[src/rtl/mem_arbiter_if.sv]
// mem_arbiter_if: bundles the three bus sides of the memory arbiter.
//   cpu_* / dma_* : requester channels (req/wr/addr/wdata in, rdata/done/err out)
//   mem_*         : single shared memory port (req/wr/addr/wdata out, rdata/ack in)
//   owner         : current bus owner for trace (0 none, 1 CPU, 2 DMA)
// slave modport is the arbiter's view; master modport is the environment's view.
interface mem_arbiter_if #(
  parameter int ADDR_W = 32,
  parameter int DATA_W = 32
);
  logic              cpu_req;
  logic              cpu_wr;
  logic [ADDR_W-1:0] cpu_addr;
  logic [DATA_W-1:0] cpu_wdata;
  logic [DATA_W-1:0] cpu_rdata;
  logic              cpu_done;
  logic              cpu_err;

  logic              dma_req;
  logic              dma_wr;
  logic [ADDR_W-1:0] dma_addr;
  logic [DATA_W-1:0] dma_wdata;
  logic [DATA_W-1:0] dma_rdata;
  logic              dma_done;
  logic              dma_err;

  logic              mem_req;
  logic              mem_wr;
  logic [ADDR_W-1:0] mem_addr;
  logic [DATA_W-1:0] mem_wdata;
  logic [DATA_W-1:0] mem_rdata;
  logic              mem_ack;

  logic [1:0]        owner;

  modport slave (
    input  cpu_req, cpu_wr, cpu_addr, cpu_wdata,
    output cpu_rdata, cpu_done, cpu_err,
    input  dma_req, dma_wr, dma_addr, dma_wdata,
    output dma_rdata, dma_done, dma_err,
    output mem_req, mem_wr, mem_addr, mem_wdata,
    input  mem_rdata, mem_ack,
    output owner
  );

  modport master (
    output cpu_req, cpu_wr, cpu_addr, cpu_wdata,
    input  cpu_rdata, cpu_done, cpu_err,
    output dma_req, dma_wr, dma_addr, dma_wdata,
    input  dma_rdata, dma_done, dma_err,
    input  mem_req, mem_wr, mem_addr, mem_wdata,
    output mem_rdata, mem_ack,
    input  owner
  );
endinterface

[src/rtl/mem_arbiter.sv]
// mem_arbiter: shares one memory port between the CPU and a DMA master.
// CPU has fixed priority; DMA is forced to win after MAX_WAIT consecutive
// lost arbitrations. Each transaction aborts with err after TIMEOUT BUSY
// cycles without mem_ack.
// Ports:
//   clk  - clock, all state on posedge
//   rst  - asynchronous active-high reset
//   bus  - mem_arbiter_if.slave (cpu_*, dma_*, mem_*, owner)
module mem_arbiter #(
  parameter int ADDR_W   = 32,
  parameter int DATA_W   = 32,
  parameter int TIMEOUT  = 16,
  parameter int MAX_WAIT = 8
) (
  input  logic          clk,
  input  logic          rst,
  mem_arbiter_if.slave  bus
);
  localparam int WAIT_W = $clog2(MAX_WAIT + 1);
  localparam int TO_W   = $clog2(TIMEOUT);

  // Encoding doubles as the owner trace value.
  localparam logic [1:0] IDLE     = 2'd0;
  localparam logic [1:0] BUSY_CPU = 2'd1;
  localparam logic [1:0] BUSY_DMA = 2'd2;

  logic [1:0]        state;
  logic [WAIT_W-1:0] wait_cnt;
  logic [TO_W-1:0]   to_cnt;
  logic              busy, to_hit, fin, to_err, dma_wins;

  assign busy     = (state == BUSY_CPU) || (state == BUSY_DMA);
  assign to_hit   = (to_cnt == TO_W'(TIMEOUT - 1));
  // ack beats a coincident timeout
  assign fin      = busy && (bus.mem_ack || to_hit);
  assign to_err   = to_hit && !bus.mem_ack;
  assign dma_wins = bus.dma_req && (!bus.cpu_req || (wait_cnt >= WAIT_W'(MAX_WAIT)));

  always_comb begin
    bus.mem_req   = busy;
    bus.owner     = busy ? state : 2'd0;
    bus.mem_wr    = 1'b0;
    bus.mem_addr  = {ADDR_W{1'b0}};
    bus.mem_wdata = {DATA_W{1'b0}};
    bus.cpu_done  = 1'b0;
    bus.cpu_err   = 1'b0;
    bus.cpu_rdata = {DATA_W{1'b0}};
    bus.dma_done  = 1'b0;
    bus.dma_err   = 1'b0;
    bus.dma_rdata = {DATA_W{1'b0}};
    case (state)
      BUSY_CPU: begin
        bus.mem_wr    = bus.cpu_wr;
        bus.mem_addr  = bus.cpu_addr;
        bus.mem_wdata = bus.cpu_wdata;
        bus.cpu_done  = fin;
        bus.cpu_err   = to_err;
        bus.cpu_rdata = bus.mem_ack ? bus.mem_rdata : {DATA_W{1'b0}};
      end
      BUSY_DMA: begin
        bus.mem_wr    = bus.dma_wr;
        bus.mem_addr  = bus.dma_addr;
        bus.mem_wdata = bus.dma_wdata;
        bus.dma_done  = fin;
        bus.dma_err   = to_err;
        bus.dma_rdata = bus.mem_ack ? bus.mem_rdata : {DATA_W{1'b0}};
      end
      default: ;
    endcase
  end

  always_ff @(posedge clk or posedge rst) begin
    if (rst) begin
      state    <= IDLE;
      wait_cnt <= '0;
      to_cnt   <= '0;
    end else begin
      case (state)
        IDLE: begin
          to_cnt <= '0;
          if (dma_wins) begin
            state    <= BUSY_DMA;
            wait_cnt <= '0;
          end else if (bus.cpu_req) begin
            state <= BUSY_CPU;
            // DMA lost this round: age it; no DMA pending clears the age
            if (!bus.dma_req)
              wait_cnt <= '0;
            else if (wait_cnt < WAIT_W'(MAX_WAIT))
              wait_cnt <= wait_cnt + WAIT_W'(1);
          end
        end
        BUSY_CPU, BUSY_DMA: begin
          if (fin) state <= IDLE;
          else     to_cnt <= to_cnt + TO_W'(1);
        end
        default: state <= IDLE;
      endcase
    end
  end
endmodule

[src/flat_wrapper.sv]
// flat-port wrapper written by rule: the top's interface ports become plain ports
module mem_arbiter_flat 
#(
  parameter int ADDR_W   = 32,
  parameter int DATA_W   = 32,
  parameter int TIMEOUT  = 16,
  parameter int MAX_WAIT = 8
)
  (clk, rst, bus_cpu_req, bus_cpu_wr, bus_cpu_addr, bus_cpu_wdata, bus_cpu_rdata, bus_cpu_done, bus_cpu_err, bus_dma_req, bus_dma_wr, bus_dma_addr, bus_dma_wdata, bus_dma_rdata, bus_dma_done, bus_dma_err, bus_mem_req, bus_mem_wr, bus_mem_addr, bus_mem_wdata, bus_mem_rdata, bus_mem_ack, bus_owner);
  mem_arbiter_if #(.ADDR_W(ADDR_W), .DATA_W(DATA_W)) bus_i ();
  input  logic clk;
  input  logic rst;
  input wire logic [$bits(bus_i.cpu_req)-1:0] bus_cpu_req;
  input wire logic [$bits(bus_i.cpu_wr)-1:0] bus_cpu_wr;
  input wire logic [$bits(bus_i.cpu_addr)-1:0] bus_cpu_addr;
  input wire logic [$bits(bus_i.cpu_wdata)-1:0] bus_cpu_wdata;
  output wire logic [$bits(bus_i.cpu_rdata)-1:0] bus_cpu_rdata;
  output wire logic [$bits(bus_i.cpu_done)-1:0] bus_cpu_done;
  output wire logic [$bits(bus_i.cpu_err)-1:0] bus_cpu_err;
  input wire logic [$bits(bus_i.dma_req)-1:0] bus_dma_req;
  input wire logic [$bits(bus_i.dma_wr)-1:0] bus_dma_wr;
  input wire logic [$bits(bus_i.dma_addr)-1:0] bus_dma_addr;
  input wire logic [$bits(bus_i.dma_wdata)-1:0] bus_dma_wdata;
  output wire logic [$bits(bus_i.dma_rdata)-1:0] bus_dma_rdata;
  output wire logic [$bits(bus_i.dma_done)-1:0] bus_dma_done;
  output wire logic [$bits(bus_i.dma_err)-1:0] bus_dma_err;
  output wire logic [$bits(bus_i.mem_req)-1:0] bus_mem_req;
  output wire logic [$bits(bus_i.mem_wr)-1:0] bus_mem_wr;
  output wire logic [$bits(bus_i.mem_addr)-1:0] bus_mem_addr;
  output wire logic [$bits(bus_i.mem_wdata)-1:0] bus_mem_wdata;
  input wire logic [$bits(bus_i.mem_rdata)-1:0] bus_mem_rdata;
  input wire logic [$bits(bus_i.mem_ack)-1:0] bus_mem_ack;
  output wire logic [$bits(bus_i.owner)-1:0] bus_owner;
  assign bus_i.cpu_req = bus_cpu_req;
  assign bus_i.cpu_wr = bus_cpu_wr;
  assign bus_i.cpu_addr = bus_cpu_addr;
  assign bus_i.cpu_wdata = bus_cpu_wdata;
  assign bus_cpu_rdata = bus_i.cpu_rdata;
  assign bus_cpu_done = bus_i.cpu_done;
  assign bus_cpu_err = bus_i.cpu_err;
  assign bus_i.dma_req = bus_dma_req;
  assign bus_i.dma_wr = bus_dma_wr;
  assign bus_i.dma_addr = bus_dma_addr;
  assign bus_i.dma_wdata = bus_dma_wdata;
  assign bus_dma_rdata = bus_i.dma_rdata;
  assign bus_dma_done = bus_i.dma_done;
  assign bus_dma_err = bus_i.dma_err;
  assign bus_mem_req = bus_i.mem_req;
  assign bus_mem_wr = bus_i.mem_wr;
  assign bus_mem_addr = bus_i.mem_addr;
  assign bus_mem_wdata = bus_i.mem_wdata;
  assign bus_i.mem_rdata = bus_mem_rdata;
  assign bus_i.mem_ack = bus_mem_ack;
  assign bus_owner = bus_i.owner;
  mem_arbiter #(.ADDR_W(ADDR_W), .DATA_W(DATA_W), .TIMEOUT(TIMEOUT), .MAX_WAIT(MAX_WAIT)) u_core (.clk(clk), .rst(rst), .bus(bus_i));
endmodule
[config.mk]
export PLATFORM = sky130hd
export DESIGN_NAME = mem_arbiter_flat
export DESIGN_NICKNAME = d
export VERILOG_FILES = /design/src/rtl/mem_arbiter_if.sv /design/src/rtl/mem_arbiter.sv /design/src/flat_wrapper.sv
export SDC_FILE = /design/constraint.sdc
export NUM_CORES = 1
export LEC_CHECK = 0
export ABC_CLOCK_PERIOD_IN_PS = 1900
export BUFFER_PORTS_ARGS = -buffer_cell sky130_fd_sc_hd__buf_2
export CAP_MARGIN = 25
export CORE_AREA = 2 2 119 121
export CTS_CLUSTER_DIAMETER = 40
export DETAILED_ROUTE_END_ITERATION = 16
export DIE_AREA = 0 0 121 123
export MAX_ROUTING_LAYER = met4
export SYNTH_ARGS = -nofsm -noshare
export SYNTH_HDL_FRONTEND = slang
export SYNTH_SLANG_ARGS = --single-unit
[constraint.sdc]
create_clock -name clk -period 1.9 [get_ports clk]
set_input_delay 0.38 -clock clk [delete_from_list [all_inputs] [get_ports clk]]
set_output_delay 0.38 -clock clk [all_outputs]
set_load 0.1 [all_outputs]
==> impl_metrics.yaml <==
floorplanning:
  ioPinCount: 303
  core_area_um2: 13600
  die_w_um: 121
  dieArea_um2: 14900
  row_count: 43
  start_util: 0.143
  fp.dieH_um: 123
setup_path:
  crit_arrival_ns: 1.72
  required_ns: 1.52
  slowest_delay_ns: 0.44
  r2r-start: "u_core.state[1]"
  slowest_stage: "dfrtp_2"
  cp_cell_sequence: "inv_4 > ha_4 > buf_12 > a22oi_1 > nor2_4 > buf_12"
  ff2ff_setup_slack_ns: 0.12
  critPathLaunchType: "flop"
  cp_max_fo: 27
  worstSetupEndpointType: "primary output"
  crit_path_frequent_cell: "buf_12"
  cp-startpoint: "u_core.state[1]"
  crit_type: "flop to primary output"
logic_synthesis:
  avgSynthCellArea_um2: 6.53
  ys.flop_type: "dfrtp_1"
  synthTopCellsByCount: "67 x and3_1, 65 x a22oi_1, 65 x nor2_1"
  synth.net_count: 474
  syn_inst: 299
  synth_most_common_cell: "and3_1"
  synth-warning-count: 0
  synth_area_leaders: "a22oi_1 25%, and3_1 21%, dfrtp_1 13%"
  synth-edff-count: 0
  ys_types: 30
  netlist_area_um2: 1950
  synth-async-reset-ratio: 1.00
  ys_ff_latch: 10
  synth_top_area_share: 0.250
  ys_seq_area_frac: 0.128
  yosysTopAreaCell: "a22oi_1"
place:
  dp_hpwl_um: 11000
  io_buffer_count: 302
  place_congestion: 0.815
  placed_area_um2: 6590
  place_inst: 776
run_status:
  violations: "negative setup slack"
  status: "finished, violations left"
layout:
  fillCellCount: 1091
  multi_input_comb_area_um2: 2560
  design_area_um2: 7670
  seq_area_um2: 253
  drive_above_1_share: 0.875
  finalNonFillerCells: 810
  nets: 806
  antenna_cells: 0
  area_growth_pct: 293
  post-route-util: 0.563
sta:
  drv_slew: 0
  timing.final.crit_share: 1.11
  hold_ws_ns: 0.126
  setup_viol_count_final: 134
  clock_skew_ns: 0.000861
  hold_viol_final: 0
  tightest_slew_ns: 0.419
  period_minus_slack_ns: 2.10
  clock.fmax_ghz: 0.475
  slew_headroom: 0.718
  rsz0062_at_grt: "yes"
  setup_slack_ns: -0.203
global_route:
  grt_busiest_layer: "met2"
  use_met2: 0.333
  antenna_found_initial: 0
  grtUsageTotal: 0.191
  grt_pass1_vias: 3760
  met1_usage: 0.238
  grt_pass1_wl_um: 21700
  grt-ovfl-total: 0
  met3_usage: 0.0189
  grt_max_degree: 31
power:
  irDropWorstVdd_v: 0.00125
  p_leak_uw: 0.00309
  seqPwrFrac: 0.023
  p_int_uw: 6620
  switching_share: 0.592
  clkPwrFrac: 0.026
  power_density_nw_per_um2: 2120
  power.share.combinational: 0.952
  switching_power_uw: 9600
routing:
  routed_wl_um: 15700
  vias: 3774
  vias_per_cell: 4.66
  drt_iter0_drc: 177
  drc_errors: 0
  first_pass_iters: 4
  wl_per_cell_um: 19.3
  antenna_left: 0
clock_network:
  root_buffer: "clkbuf_16"
  clock_path_buffers: 2
  clock-sinks: 10
  cts_buffers: 3
  htreeDepth: 1
  clkSlewWorstSetupHoldPaths_ns: 0.04
  clock_latency_ns: 0.24
  cts_tree: "yes"
run:
  cap_violations: 0
min_path:
  min_path_type: "input pin to asynchronous set/reset pin"
[worst max-delay path: cells and delay by family (launching register included)]
kind            cells  cell delay, ns
buf+inv             3            0.47
flops               1            0.44
fa+ha+maj           1            0.22
compound gates      1            0.16
simple gates        1            0.16
[timing repair]
action / 4_1_cts / 5_1_grt
hold buffers: 0 / 0
buffers inserted: 8 / 10
setup endpoints to repair: 133 / 133
gates cloned: 7 / 6
pin swaps: 9 / 21
gates resized for setup: 102 / 21
[kinds of logic (layout without fill, tap and decap cells)]
| group | Yosys count | count (layout) | synth area share |
|---|---|---|---|
| flops | 10 | 10 | 0.128 |
| compound gates | 82 | 82 | 0.315 |
| fa+ha+maj | 8 | 8 | 0.0513 |
| buf+inv | 45 | 376 | 0.102 |
| simple gates | 152 | 152 | 0.394 |
| mux | 2 | 2 | 0.0103 |
[power by group through the flow]
stage / registers (uW) / clock network [uW] / logic, uW
after global routing: 381 / 441 / 15900
after floorplan: 333 / 0 / 8870
final: 369 / 416 / 15400
after global placement: 344 / 0 / 13300
after CTS: 366 / 426 / 14700
after detailed placement: 351 / 0 / 13300
[per-stage QoR]
step / worst slack (ns) / total power, uW / setup TNS, ns
final: -0.203 / 16200 / -19.32
after CTS: -0.197 / 15500 / -20.25
after global placement: -0.0228 / 13600 / -0.129
after detailed placement: -0.0716 / 13700 / -2.11
after floorplan: -0.301 / 9210 / -17.71
after global routing: -0.262 / 16700 / -26.44
[cell usage in the layout, fill, tap and decap left out, types with 3 or more instances in the layout]
cell and n:
nand2_1 7, nor2_4 65, o21ai_0 4, and3_4 63, ha_1 5, buf_4 25, clkbuf_16 9, buf_8 6
a22oi_1 27, dfrtp_1 8, buf_16 7, buf_6 5, a22oi_2 38, ha_4 3, o211ai_1 3, buf_2 166
and3_2 3, nand3_1 5, inv_1 5, buf_12 149
[layer usage]
layer  wire [um]  vias to the layer above
met3         680                       24
met1        6070                     1828
met4         302                        0
li1            -                     1785
met2        8610                      137
met5           0                        -
[layout make-up]
class,instances,share of cell area
Timing Repair Buffer,364,0.585
Sequential cell,10,0.0330
Inverter,8,0.00620
Clock buffer,4,0.0116
Tap cell,180,0.0294
Multi-Input combinational cell,244,0.334
[path summary, 6_finish.rpt]
check                                          end  cells after the start
worst max-delay path              bus_mem_addr[16]                      6
worst min-delay path            u_core.wait_cnt[3]                      2
worst max register to register    u_core.to_cnt[3]                      7
worst min register to register  u_core.wait_cnt[3]                      2
max in group asynchronous          u_core.state[1]                      2
min in group clk                u_core.wait_cnt[2]                      2
[flip-flops by register name, indices dropped and copies added, names as in the netlist]
register	flops
u_core.wait_cnt	4
u_core.state	2
u_core.to_cnt	4
Note: power is estimated with default switching activity, not from simulation.
